--- config.mk ---
export PLATFORM = sky130hd
export DESIGN_NAME = shift_sequencer_flat
export DESIGN_NICKNAME = d
export VERILOG_FILES = /design/src/rtl/shift_sequencer_if.sv /design/src/rtl/shift_sequencer.sv /design/src/flat_wrapper.sv
export SDC_FILE = /design/constraint.sdc
export NUM_CORES = 1
export LEC_CHECK = 0
export ABC_CLOCK_PERIOD_IN_PS = 3300
export CAP_MARGIN = 30
export CORE_ASPECT_RATIO = 2
export CORE_MARGIN = 2
export CORE_UTILIZATION = 30
export DETAILED_ROUTE_END_ITERATION = 10
export PLACE_DENSITY_LB_ADDON = 0.2
export SYNTH_ARGS = -nofsm -noshare
export SYNTH_HDL_FRONTEND = slang
export SYNTH_SLANG_ARGS = --single-unit
--- constraint.sdc ---
create_clock -name clk -period 3.3 [get_ports clk]
set_input_delay 0.66 -clock clk [delete_from_list [all_inputs] [get_ports clk]]
set_output_delay 0.66 -clock clk [all_outputs]
set_load 0.01 [all_outputs]
--- src/rtl/shift_sequencer_if.sv ---
// Parallel-side bus of the shift sequencer.
// Carries the transmit handshake (tx_valid/tx_ready/tx_data) and the
// receive result (rx_valid strobe + rx_data).
//   master : parallel logic that offers words and consumes results
//   slave  : the shift sequencer
interface shift_sequencer_if #(
  parameter int N = 8
);
  logic         tx_valid;
  logic         tx_ready;
  logic [N-1:0] tx_data;
  logic         rx_valid;
  logic [N-1:0] rx_data;

  modport master (
    output tx_valid,
    output tx_data,
    input  tx_ready,
    input  rx_valid,
    input  rx_data
  );

  modport slave (
    input  tx_valid,
    input  tx_data,
    output tx_ready,
    output rx_valid,
    output rx_data
  );
endinterface

--- src/rtl/shift_sequencer.sv ---
// Serial transfer engine (SPI-mode-0-like) built around one N-bit shift
// register. A word accepted on the tx handshake is shifted out MSB-first on
// o_sout while i_sin is captured into the vacated LSB, so after N bits the
// same register holds the received word, which is published on rx_data with
// a one-cycle rx_valid strobe.
// Ports:
//   clk      : system clock, rising edge
//   reset    : asynchronous, active-high reset
//   bus      : slave side of shift_sequencer_if (tx handshake, rx result)
//   i_sin    : serial data in, sampled on o_sclk rising
//   o_sout   : serial data out, valid from the first shift cycle
//   o_sclk   : generated serial clock, BIT_CLKS clk cycles per bit
//   o_frame  : active-high chip select for the whole shift phase
//   o_busy   : high while shifting and in the completion cycle
// All outputs are registers; their next values are derived from the
// next-state values so they line up exactly with the state they describe.
module shift_sequencer #(
  parameter int N        = 8,
  parameter int BIT_CLKS = 4
) (
  input  logic                clk,
  input  logic                reset,
  shift_sequencer_if.slave    bus,
  input  logic                i_sin,
  output logic                o_sout,
  output logic                o_sclk,
  output logic                o_frame,
  output logic                o_busy
);

  localparam int BW = $clog2(N);
  localparam int DW = $clog2(BIT_CLKS);

  localparam logic [BW-1:0] BIT_LAST    = BW'(N - 1);
  localparam logic [DW-1:0] DIV_LAST    = DW'(BIT_CLKS - 1);
  localparam logic [DW-1:0] DIV_HALF_M1 = DW'(BIT_CLKS / 2 - 1);
  localparam logic [DW-1:0] DIV_HALF    = DW'(BIT_CLKS / 2);

  typedef enum logic [1:0] {
    S_IDLE  = 2'd0,
    S_SHIFT = 2'd1,
    S_DONE  = 2'd2
  } state_t;

  state_t        r_state;
  logic [N-1:0]  r_shreg;
  logic [BW-1:0] r_bit_cnt;
  logic [DW-1:0] r_div_cnt;
  logic          r_sample;
  logic [N-1:0]  r_rx_data;
  logic          r_rx_valid;
  logic          r_sout;
  logic          r_sclk;
  logic          r_frame;
  logic          r_busy;
  logic          r_tx_ready;

  state_t        w_state_nxt;
  logic [N-1:0]  w_shreg_nxt;
  logic [BW-1:0] w_bit_nxt;
  logic [DW-1:0] w_div_nxt;
  logic          w_sample_nxt;
  logic [N-1:0]  w_rx_data_nxt;
  logic          w_rx_valid_nxt;
  logic          w_sout_nxt;
  logic          w_sclk_nxt;
  logic          w_frame_nxt;
  logic          w_busy_nxt;
  logic          w_tx_ready_nxt;

  // Next-state and datapath sequencing.
  always_comb begin
    w_state_nxt   = r_state;
    w_shreg_nxt   = r_shreg;
    w_bit_nxt     = r_bit_cnt;
    w_div_nxt     = r_div_cnt;
    w_sample_nxt  = r_sample;
    w_rx_data_nxt = r_rx_data;
    case (r_state)
      S_IDLE: begin
        if (bus.tx_valid && r_tx_ready) begin
          w_shreg_nxt = bus.tx_data;
          w_bit_nxt   = '0;
          w_div_nxt   = '0;
          w_state_nxt = S_SHIFT;
        end else begin
          w_state_nxt = S_IDLE;
        end
      end
      S_SHIFT: begin
        // Capture sin on the clk edge that raises sclk; the shift happens a
        // half bit later so sout changes while sclk is low.
        if (r_div_cnt == DIV_HALF_M1) begin
          w_sample_nxt = i_sin;
        end else begin
          w_sample_nxt = r_sample;
        end
        if (r_div_cnt == DIV_LAST) begin
          w_div_nxt   = '0;
          w_shreg_nxt = {r_shreg[N-2:0], r_sample};
          if (r_bit_cnt == BIT_LAST) begin
            w_bit_nxt     = '0;
            w_state_nxt   = S_DONE;
            w_rx_data_nxt = {r_shreg[N-2:0], r_sample};
          end else begin
            w_bit_nxt = r_bit_cnt + BW'(1);
          end
        end else begin
          w_div_nxt = r_div_cnt + DW'(1);
        end
      end
      S_DONE: begin
        w_state_nxt = S_IDLE;
      end
      default: begin
        w_state_nxt = S_IDLE;
      end
    endcase
  end

  // Output values for the coming cycle, decoded from the next state.
  always_comb begin
    w_tx_ready_nxt = (w_state_nxt == S_IDLE);
    w_frame_nxt    = (w_state_nxt == S_SHIFT);
    w_busy_nxt     = (w_state_nxt == S_SHIFT) || (w_state_nxt == S_DONE);
    w_rx_valid_nxt = (w_state_nxt == S_DONE);
    if (w_state_nxt == S_SHIFT) begin
      w_sout_nxt = w_shreg_nxt[N-1];
      w_sclk_nxt = (w_div_nxt >= DIV_HALF);
    end else begin
      w_sout_nxt = 1'b0;
      w_sclk_nxt = 1'b0;
    end
  end

  // State, datapath and output registers with asynchronous reset.
  always_ff @(posedge clk or posedge reset) begin
    if (reset) begin
      r_state    <= S_IDLE;
      r_shreg    <= '0;
      r_bit_cnt  <= '0;
      r_div_cnt  <= '0;
      r_sample   <= 1'b0;
      r_rx_data  <= '0;
      r_rx_valid <= 1'b0;
      r_sout     <= 1'b0;
      r_sclk     <= 1'b0;
      r_frame    <= 1'b0;
      r_busy     <= 1'b0;
      r_tx_ready <= 1'b1;
    end else begin
      r_state    <= w_state_nxt;
      r_shreg    <= w_shreg_nxt;
      r_bit_cnt  <= w_bit_nxt;
      r_div_cnt  <= w_div_nxt;
      r_sample   <= w_sample_nxt;
      r_rx_data  <= w_rx_data_nxt;
      r_rx_valid <= w_rx_valid_nxt;
      r_sout     <= w_sout_nxt;
      r_sclk     <= w_sclk_nxt;
      r_frame    <= w_frame_nxt;
      r_busy     <= w_busy_nxt;
      r_tx_ready <= w_tx_ready_nxt;
    end
  end

  assign bus.tx_ready = r_tx_ready;
  assign bus.rx_valid = r_rx_valid;
  assign bus.rx_data  = r_rx_data;
  assign o_sout       = r_sout;
  assign o_sclk       = r_sclk;
  assign o_frame      = r_frame;
  assign o_busy       = r_busy;

endmodule

--- src/flat_wrapper.sv ---
// flat-port wrapper written by rule: the top's interface ports become plain ports
module shift_sequencer_flat 
#(
  parameter int N        = 8,
  parameter int BIT_CLKS = 4
)
  (clk, reset, i_sin, o_sout, o_sclk, o_frame, o_busy, bus_tx_valid, bus_tx_data, bus_tx_ready, bus_rx_valid, bus_rx_data);
  shift_sequencer_if #(.N(N)) bus_i ();
  input  logic clk;
  input  logic reset;
  input  logic i_sin;
  output logic o_sout;
  output logic o_sclk;
  output logic o_frame;
  output logic o_busy;
  input wire logic [$bits(bus_i.tx_valid)-1:0] bus_tx_valid;
  input wire logic [$bits(bus_i.tx_data)-1:0] bus_tx_data;
  output wire logic [$bits(bus_i.tx_ready)-1:0] bus_tx_ready;
  output wire logic [$bits(bus_i.rx_valid)-1:0] bus_rx_valid;
  output wire logic [$bits(bus_i.rx_data)-1:0] bus_rx_data;
  assign bus_i.tx_valid = bus_tx_valid;
  assign bus_i.tx_data = bus_tx_data;
  assign bus_tx_ready = bus_i.tx_ready;
  assign bus_rx_valid = bus_i.rx_valid;
  assign bus_rx_data = bus_i.rx_data;
  shift_sequencer #(.N(N), .BIT_CLKS(BIT_CLKS)) u_core (.clk(clk), .reset(reset), .bus(bus_i), .i_sin(i_sin), .o_sout(o_sout), .o_sclk(o_sclk), .o_frame(o_frame), .o_busy(o_busy));
endmodule
==> flow_metrics.tcl <==
set metrics [dict create \
    numCtsBuffers 5 \
    peakVddDrop_mv 0.3592 \
    post_cts_buffers 0 \
    cts_buffer_depth 2 \
    grt_pass1_wl_um 4257 \
    async_flop_share_pct 100.0 \
    slowest_stage "dfstp_2" \
    ys.warnings.count 0 \
    cp_cell_sequence "clkdlybuf4s50_1" \
    dpl_worst_slack_ps 1072 \
    clkTransAtPathRegs_ps 60 \
    rsz0062_at_grt "false" \
    grt_pass1_vias 914 \
    seq_area_um2 752.0 \
    fillers 395 \
    htreeDepth 2 \
    power_density_mw_per_mm2 825.3 \
    grt_overflow_total 0 \
    finalCriticalPeriod_ps 2005 \
    synthesis.nets 113 \
    crit_family "flip-flops" \
    antenna_found_initial 0 \
    synth_area_mm2 0.001267 \
    wl_per_cell_um 13.76 \
    final_cell_mix "29 x dfrtp_1, 25 x clkdlybuf4s50_1, 11 x a22o_1, 9 x mux2_1" \
    ys_ff_latch 30 \
    diodes 0 \
    syn_area_per_cell_um2 13.48 \
    post-route-util_pct 40.80 \
    chipHeight_um 95.92 \
    fin_skew_ps 6.469 \
    layout-drive-gt1-share_pct 10.24 \
    slew_viol_final 0 \
    dp_hpwl_um 1758 \
    synth_top_area_share_pct 57.26 \
    ctsResizeCount 0 \
    nNetsFinal 145 \
    cts_tree "done" \
    combPwrFrac_pct 36.7 \
    crit_cells 1 \
    max_stage_delay_ps 540 \
    finalSetupTns_ps 0 \
    gp_congestion 0.8358 \
    fmax_mhz 498.7 \
    setup_slack_ps 1295 \
    reg2reg_depth 4 \
    row_count 33 \
    clock_latency_ps 270 \
    area_growth_pct 31.59 \
    maxSlewHeadroom_pct 71.03 \
    worstPathArrival_ps 1350 \
    multi_input_area_um2 490.5 \
    drc 0 \
    synth_top_cell_by_area "dfrtp_1" \
    cts_root_buffer "clkbuf_8" \
    drt_wl_total_um 2463 \
    synth-main-ff-cell "dfrtp_1" \
    period_share_pct 60.76 \
    seqPwrFrac_pct 43.2 \
    outcome "complete, no violations" \
    dr.first_iter.drc_count 5 \
    intPower_uw 939.2 \
    io-pin-count 26 \
    grt_max_degree 31 \
    synth_area_leaders "dfrtp_1 57%, mux2_1 8.0%, a22o_1 7.6%, ha_1 6.9%, a21o_1 4.1%" \
    p_leak_nw 0.8319 \
    cp_num_buf_inv 1 \
    stdcell_count 179 \
    dp.cells 171 \
    p_sw_share_pct 31.77 \
    end_kind "primary output" \
    hold_violations 0 \
    switchingPower_uw 437.2 \
    layout_commonest_cell "dfrtp_1" \
    critPathLaunchType "flip-flop" \
    synth.distinct_cells 25 \
    die_w_um 49.96 \
    hold_path_depth 1 \
    synth_edf_count 0 \
    hold_buffers 0 \
    required_ps 2640 \
    cts.sinks 30 \
    portBuffers 25 \
    initial_core_util_pct 31.01 \
    path_class "reg -> out" \
    vias 859 \
    coreArea_mm2 0.004088 \
    ys_seq_area_share_pct 59.33 \
    routed_via_density 4.799 \
    p_clk_share_pct 20.1 \
    synth_cells 94 \
    max_cap_violations 0 \
    grt.total_usage_pct 12.10 \
    dr.pass1.iters 4 \
    ant_nets 0 \
    setup_viol 0 \
    cp_max_fo 3 \
    hold_path_class "reg -> reg" \
    worst_slew_pin_slew_ps 434.5 \
    dieArea_mm2 0.004792 \
]
[cell usage after synthesis (2+ instances only)]
master,count
dfrtp_1,29
a22o_1,11
mux2_1,9
a21o_1,7
ha_1,7
nand2_1,4
nor2_1,4
inv_1,3
buf_2,2
nand3_1,2
o21ai_0,2
[power groups by stage]
stage / clock network [mW] / registers [mW] / logic, mW
floorplan: 0 / 0.608 / 0.300
global placement: 0 / 0.600 / 0.506
detailed placement: 0 / 0.602 / 0.512
CTS: 0.289 / 0.595 / 0.516
global route: 0.307 / 0.616 / 0.568
finish: 0.276 / 0.595 / 0.505
[stage by stage]
stage	hold slack [ps]	power (mW)	cell area (um^2)
2_1_floorplan	458.5	0.9081	1267
3_3_place_gp	477.4	1.107	1588
3_5_place_dp	482.2	1.113	1588
4_1_cts	497.2	1.399	1668
5_1_grt	518.2	1.491	1668
6_report	490.0	1.376	1668
[cell type report]
type / count / share of cell area, %
Tap cell: 52 / 3.901
Timing Repair Buffer: 27 / 15.90
Multi-Input combinational cell: 58 / 29.41
Inverter: 4 / 0.9002
Clock buffer: 8 / 4.801
Sequential cell: 30 / 45.09
[metal layers]
layer	up-vias	wire, um	GRT usage (%)
met5	-	0	0
li1	402	-	-
met4	0	130	10.19
met1	417	926	13.13
met3	13	119	3.416
met2	27	1287	19.22
[final timing paths]
kind,from,endpoint,slack [ps]
setup / recovery,u_core.bus.tx_ready,bus_tx_ready,1290
hold / removal,u_core.bus.rx_data[0],u_core.bus.rx_data[0],490
setup reg to reg,u_core.r_div_cnt[0],u_core.r_bit_cnt[0],1540
hold reg to reg,u_core.bus.rx_data[0],u_core.bus.rx_data[0],490
max in group asynchronous,reset,u_core.bus.tx_ready,2230
min in group asynchronous,reset,u_core.bus.rx_valid,760
[registers in the layout, indices dropped and copies added, names as in the netlist]
name                 cells
u_core.r_bit_cnt         3
u_core.bus.rx_valid      1
u_core.o_sout            1
u_core.r_sample          1
u_core.o_sclk            1
u_core.o_frame           1
u_core.r_state           2
u_core.r_div_cnt         2
u_core.r_shreg           8
u_core.bus.rx_data       8
u_core.o_busy            1
u_core.bus.tx_ready      1
[cell families (layout without fill, tap and decap cells)]
logic type               Yosys count  count (layout)  share of synthesized area, %
flip-flops                        30              30                         59.33
AO/OA/AOI/OAI                     23              23                         14.21
AND/OR/NAND/NOR                   18              18                         8.688
multiplexers                      10              10                         8.885
adder cells (fa/ha/maj)            7               7                         6.910
buffers and inverters              6              39                         1.974
No activity file was read; power rests on OpenSTA's default activity.
